==> config.mk <==
export PLATFORM = sky130hd
export DESIGN_NAME = trim_frame_loader
export DESIGN_NICKNAME = d
export VERILOG_FILES = /design/src/rtl/trim_pkg.sv /design/src/rtl/trim_frame_buf.sv /design/src/rtl/trim_frame_loader.sv
export SDC_FILE = /design/constraint.sdc
export NUM_CORES = 1
export LEC_CHECK = 0
export ABC_AREA = 1
export ABC_CLOCK_PERIOD_IN_PS = 7600
export BUFFER_PORTS_ARGS = -buffer_cell sky130_fd_sc_hd__buf_2
export CORE_MARGIN = 2
export CORE_UTILIZATION = 50
export CTS_BUF_LIST = sky130_fd_sc_hd__clkbuf_8
export CTS_CLUSTER_DIAMETER = 60
export DETAILED_ROUTE_END_ITERATION = 8
export HOLD_SLACK_MARGIN = 0.15
export PLACE_DENSITY = 0.69
export REMOVE_ABC_BUFFERS = 1
export SYNTH_ARGS = -nofsm -noshare
export SYNTH_HDL_FRONTEND = slang
export SYNTH_SLANG_ARGS = --single-unit
==> constraint.sdc <==
create_clock -name clk40 -period 7.6 [get_ports clk40]
set_input_delay 0.38 -clock clk40 [delete_from_list [all_inputs] [get_ports clk40]]
set_output_delay 0.38 -clock clk40 [all_outputs]
set_load 0.03 [all_outputs]
==> src/rtl/trim_pkg.sv <==
// ---------------------------------------------------------------------------
// trim_pkg: shared types and constants for the trim frame loader. Rev 1.0
// ---------------------------------------------------------------------------
`default_nettype none

package trim_pkg;

  typedef enum logic [2:0] {
    IDLE    = 3'd0,
    RX_DATA = 3'd1,
    RX_CSUM = 3'd2,
    WAIT    = 3'd3,
    COMMIT  = 3'd4,
    TRIG    = 3'd5
  } state_t;

  localparam logic [7:0] HEADER         = 8'hC0;
  localparam int         N_TRIM_CH      = 9;
  localparam int         N_LUT_BYTES    = 2 * N_TRIM_CH;
  localparam int         HOLDOFF_CYCLES = 640;
  localparam int         TIMEOUT_CYCLES = 400000;

endpackage

`default_nettype wire

==> src/rtl/trim_frame_buf.sv <==
// ---------------------------------------------------------------------------
// trim_frame_buf: 18x7 shadow register file, one write and one read port. Rev 1.0
// ---------------------------------------------------------------------------
`default_nettype none

module trim_frame_buf (
  input  logic       clk40,
  input  logic       we,
  input  logic [4:0] waddr,
  input  logic [6:0] wdata,
  input  logic [4:0] raddr,
  output logic [6:0] rdata
);
  import trim_pkg::*;

  logic [6:0] mem [N_LUT_BYTES];

  always_ff @(posedge clk40) begin
    if (we) mem[waddr] <= wdata;
  end

  // Read index runs one past the last entry on the final commit cycle.
  assign rdata = (raddr < 5'(N_LUT_BYTES)) ? mem[raddr] : 7'd0;

endmodule

`default_nettype wire

==> src/rtl/trim_frame_loader.sv <==
// ---------------------------------------------------------------------------
// trim_frame_loader: parses trim frames, verifies checksum, commits to the LUT
// and strobes the DAC load with a post-load holdoff. Rev 1.0
// ---------------------------------------------------------------------------
`default_nettype none

module trim_frame_loader #(
  parameter int TIMEOUT_CYCLES = trim_pkg::TIMEOUT_CYCLES,
  parameter int HOLDOFF_CYCLES = trim_pkg::HOLDOFF_CYCLES
) (
  input  logic       clk40,
  input  logic       rst,
  input  logic [7:0] rx_data,
  input  logic       rx_valid,
  output logic [6:0] lut_data,
  output logic [4:0] lut_addr,
  output logic       lut_we,
  output logic       load_dacs,
  output logic       busy,
  output logic       frame_err,
  output logic [7:0] err_count
);
  import trim_pkg::*;

  localparam int         TMO_W    = $clog2(TIMEOUT_CYCLES + 1);
  localparam int         HLD_W    = $clog2(HOLDOFF_CYCLES + 1);
  localparam logic [4:0] LAST_IDX = 5'(N_LUT_BYTES - 1);

  state_t           state, state_nx;
  logic [4:0]       idx, idx_nx;
  logic [4:0]       cidx, cidx_nx;
  logic [6:0]       sum, sum_nx;
  logic [TMO_W-1:0] tmo, tmo_nx;
  logic [HLD_W-1:0] hold, hold_nx;
  logic             err_nx, buf_we, in_rx, is_hdr, is_ctrl, tmo_hit;
  logic [6:0]       buf_rdata;

  trim_frame_buf u_buf (
    .clk40 (clk40),
    .we    (buf_we),
    .waddr (idx),
    .wdata (rx_data[6:0]),
    .raddr (cidx_nx),
    .rdata (buf_rdata)
  );

  always_comb begin
    is_hdr   = rx_valid && (rx_data == HEADER);
    is_ctrl  = rx_valid && rx_data[7] && !is_hdr;
    in_rx    = (state == RX_DATA) || (state == RX_CSUM);
    tmo_hit  = in_rx && !rx_valid && (tmo == TMO_W'(TIMEOUT_CYCLES - 1));
    state_nx = state;
    idx_nx   = idx;
    sum_nx   = sum;
    buf_we   = 1'b0;
    err_nx   = 1'b0;
    cidx_nx  = (state == COMMIT) ? cidx + 5'd1 : 5'd0;
    hold_nx  = (hold != '0) ? hold - HLD_W'(1) : hold;
    tmo_nx   = (in_rx && !rx_valid) ? tmo + TMO_W'(1) : '0;

    case (state)
      IDLE: begin
        if (is_hdr) begin
          state_nx = RX_DATA;
          idx_nx   = 5'd0;
          sum_nx   = 7'd0;
        end
      end
      RX_DATA, RX_CSUM: begin
        if (is_hdr) begin
          state_nx = RX_DATA;
          idx_nx   = 5'd0;
          sum_nx   = 7'd0;
        end else if (is_ctrl || tmo_hit) begin
          err_nx   = 1'b1;
          state_nx = IDLE;
        end else if (rx_valid && state == RX_DATA) begin
          buf_we = 1'b1;
          sum_nx = sum + rx_data[6:0];
          idx_nx = idx + 5'd1;
          if (idx == LAST_IDX) state_nx = RX_CSUM;
        end else if (rx_valid) begin
          if (sum + rx_data[6:0] == 7'd0) begin
            state_nx = (hold_nx == '0) ? COMMIT : WAIT;
          end else begin
            err_nx   = 1'b1;
            state_nx = IDLE;
          end
        end
      end
      WAIT: begin
        err_nx = rx_valid;
        if (hold_nx == '0) state_nx = COMMIT;
      end
      COMMIT: begin
        err_nx = rx_valid;
        if (cidx == LAST_IDX) state_nx = TRIG;
      end
      TRIG: begin
        // Holdoff counts the cycles after the strobe in which no write may start.
        err_nx   = rx_valid;
        hold_nx  = HLD_W'(HOLDOFF_CYCLES - 1);
        state_nx = IDLE;
      end
      default: state_nx = IDLE;
    endcase
  end

  always_ff @(posedge clk40 or posedge rst) begin
    if (rst) begin
      state     <= IDLE;
      idx       <= 5'd0;
      cidx      <= 5'd0;
      sum       <= 7'd0;
      tmo       <= '0;
      hold      <= '0;
      lut_data  <= 7'd0;
      lut_addr  <= 5'd0;
      lut_we    <= 1'b0;
      load_dacs <= 1'b0;
      busy      <= 1'b0;
      frame_err <= 1'b0;
      err_count <= 8'd0;
    end else begin
      state     <= state_nx;
      idx       <= idx_nx;
      cidx      <= cidx_nx;
      sum       <= sum_nx;
      tmo       <= tmo_nx;
      hold      <= hold_nx;
      lut_we    <= (state_nx == COMMIT);
      if (state_nx == COMMIT) begin
        lut_addr <= cidx_nx;
        lut_data <= buf_rdata;
      end
      load_dacs <= (state_nx == TRIG);
      busy      <= (state_nx == WAIT) || (state_nx == COMMIT) || (state_nx == TRIG)
                   || (hold_nx != '0) || (hold != '0);
      frame_err <= err_nx;
      if (err_nx && err_count != 8'hFF) err_count <= err_count + 8'd1;
    end
  end

endmodule

`default_nettype wire

==> flow_summary.yaml <==
status:
  status: "complete, no violations"
floorplanning:
  start_util_pct: 51.0
  dieArea_um2: 19500
  fp.dieH_um: 140
  num_rows: 49
  dieWidth_um: 140
  io_pins: 35
  coreArea_um2: 18000
synthesis:
  synth_area_um2: 9200
  avgSynthCellArea_um2: 9.80
  yosysUniqueCellTypes: 42
  synth-seq-cells: 199
  syn_inst: 938
  yosysSeqAreaShare_pct: 61.0
  yosys_warnings: 0
setup_path:
  r2r_start: "hold[0]$_DFF_PP0_"
  r2r_end: "lut_data[0]$_DFFE_PP0P_"
  cp_common_cell: "nand2_1"
  cp.required_ns: 7.95
  cp_cell_sequence: "inv_1, ha_1, nand2_2, nor2_4, nand3_4, o21ai_2, nand2_1, nor2_1, nand3_2, a31oi_2, nand3_2, nand2_1, nand2_1"
  cp_top_family: "simple AND/OR/NAND/NOR gates"
  critPathMaxStageDelay_ns: 0.56
  crit_fanout: 13
  worstSetupEndpointType: "register"
  startpoint: "hold[0]$_DFF_PP0_"
  reg2reg_depth: 13
  crit_buf_inv: 1
  startpoint_type: "register"
  rrSetupSlack_ns: 4.62
  cp.arrival_ns: 3.34
  worstSetupPathType: "reg -> reg"
  crit_end: "lut_data[0]$_DFFE_PP0P_"
  slowest_stage: "a31oi_2"
  path_depth: 13
layout:
  diodes: 0
  fin_area_um2: 9950
  layout_common_cells: "244 x nand2_1, 126 x edfxtp_1, 110 x nand3_1, 79 x nor2_1, 73 x dfrtp_1"
  area_growth_syn_to_layout_pct: 8.23
  drive_above_1_share_pct: 12.6
  fin_nets: 998
  filler_cell_count: 1559
  final_common_cell: "nand2_1"
sta:
  period_minus_slack_ns: 2.98
  tightest_slew_ns: 0.936
  setup_violations: 0
  drv_slew: 0
  min_period_over_period_pct: 39.3
  fmax_ghz: 0.335
  relSlewSlack_pct: 37.6
  hold_violations: 0
  rsz0062_at_grt: "no"
  tns_ns: 0
  fin_worst_skew_ns: 0.0129
global_routing:
  grt_first_pass_wirelength_um: 32900
  globalRouteTotalUtil_pct: 21.5
  grt_pass1_vias: 6202
  antenna_found_initial: 0
  grt-ovfl-total: 0
  grt_max_degree: 74
hold_path:
  hold_path_class: "in -> async"
cts:
  cts_buffer_depth: 2
  cts-resized-gates: 0
  holdBufCountCts: 0
  cts_setup_buffers: 0
  clock-sinks: 199
  cts_tree: "built"
  cts_max_level: 4
  clk_pin_slew_worst_paths_ns: 0.10
  clk_latency_ns: 0.46
  cts_buffers: 17
  clockRootBuffer: "clkbuf_8"
route:
  routed_wl_um: 20200
  post_drt_wl_per_cell_um: 16.6
  ant_nets: 0
  first_iter_violations: 506
  via_per_inst: 5.47
  firstDrtPassIters: 5
  drc: 0
  vias: 6636
pwr:
  finalPower_mw: 2.12
  leakage_nw: 4.11
  power_density_nw_per_um2: 213
  vdd_ir_drop_max_mv: 0.145
place:
  portBuffers: 34
  routabilityCongestion: 0.874
  place_area_um2: 9570
  dp_hpwl_um: 13300
run:
  cap_violations: 0
## metal layers
metal	wire length (µm)	GRT usage (%)	vias up
li1	-	-	3255
met1	9160	30.6	3139
met2	9460	33.6	206
met3	1160	4.23	36
met4	404	6.74	0
met5	0	0	-
## cell usage after synthesis, drive strengths merged
master | number | area share, %
a211oi | 1 | 0.082
a21oi | 30 | 1.6
a22o | 3 | 0.29
a31o | 1 | 0.095
a31oi | 3 | 0.27
buf | 19 | 1.2
clkbuf | 7 | 0.29
clkinv | 3 | 0.12
dfrtp | 73 | 20
edfxtp | 126 | 41
fa | 1 | 0.22
ha | 15 | 2.0
inv | 75 | 3.1
mux2i | 1 | 0.11
nand2 | 253 | 11
nand3 | 114 | 6.5
nand4 | 24 | 1.6
nor2 | 91 | 4.3
nor3 | 22 | 1.4
nor4 | 6 | 0.41
o211ai | 8 | 0.65
o21a | 2 | 0.16
o21ai | 34 | 2.0
o22ai | 1 | 0.068
or2 | 14 | 0.95
or3 | 1 | 0.068
xnor2 | 4 | 0.38
xor2 | 6 | 0.57
## cells by family (layout without fill, tap and decap cells)
group	Yosys count	after routing	synth area share (%)
and+or+nand+nor	525	525	25.8
DFF	199	199	61.0
buffers and inverters	104	150	4.68
AOI/OAI and AO/OA	83	83	5.22
adders and majority gates	16	16	2.26
xor gates and xnor gates	10	10	0.952
muxes	1	1	0.109
## sequential cells by signal, summed over array words and instances, names as in the netlist
signal     cells
err_count      8
lut_we         1
lut_addr       5
tmo           19
hold          10
idx            5
cidx           5
sum            7
frame_err      1
state          3
load_dacs      1
busy           1
lut_data       7
u_buf.mem    126
## layout make-up
| type | count | area (µm²) | share of cell area, % |
|---|---|---|---|
| Sequential cell | 199 | 5610 | 56.4 |
| Multi-Input combinational cell | 635 | 3160 | 31.8 |
| Inverter | 78 | 293 | 2.94 |
| Tap cell | 229 | 287 | 2.88 |
| Clock buffer | 17 | 234 | 2.35 |
| Timing Repair Buffer | 40 | 215 | 2.16 |
| Clock inverter | 15 | 154 | 1.55 |
## tightest hold or removal path, stage by stage
cell and delay (ns):
buf_2 0.10, inv_2 0.03, buf_4 0.70
## power breakdown
group / internal (mW) / total [mW] / switching, mW
logic: 0.0752 / 0.248 / 0.173
registers: 1.18 / 1.21 / 0.0276
clock network: 0.295 / 0.668 / 0.373
total: 1.55 / 2.12 / 0.573
## stage by stage
stage                     setup WS, ns  hold WS [ns]  util [%]  std cells
final                             4.62         0.186      55.2       1213
after detailed placement          4.21         0.458      53.1       1181
after global routing              4.31         0.272      55.2       1213
after CTS                         4.57         0.226      55.2       1213
after global placement            4.28         0.453      53.1       1181
after floorplan                   3.83         0.417         -        912
## worst min-delay path by stage
stage,to
after global routing,tmo[6]$_DFF_PP0_
final,tmo[6]$_DFF_PP0_
after global placement,lut_addr[0]$_DFFE_PP0P_
after CTS,tmo[6]$_DFF_PP0_
after floorplan,load_dacs$_DFF_PP0_
after detailed placement,lut_addr[0]$_DFFE_PP0P_
No activity file was read; power rests on OpenSTA's default activity.
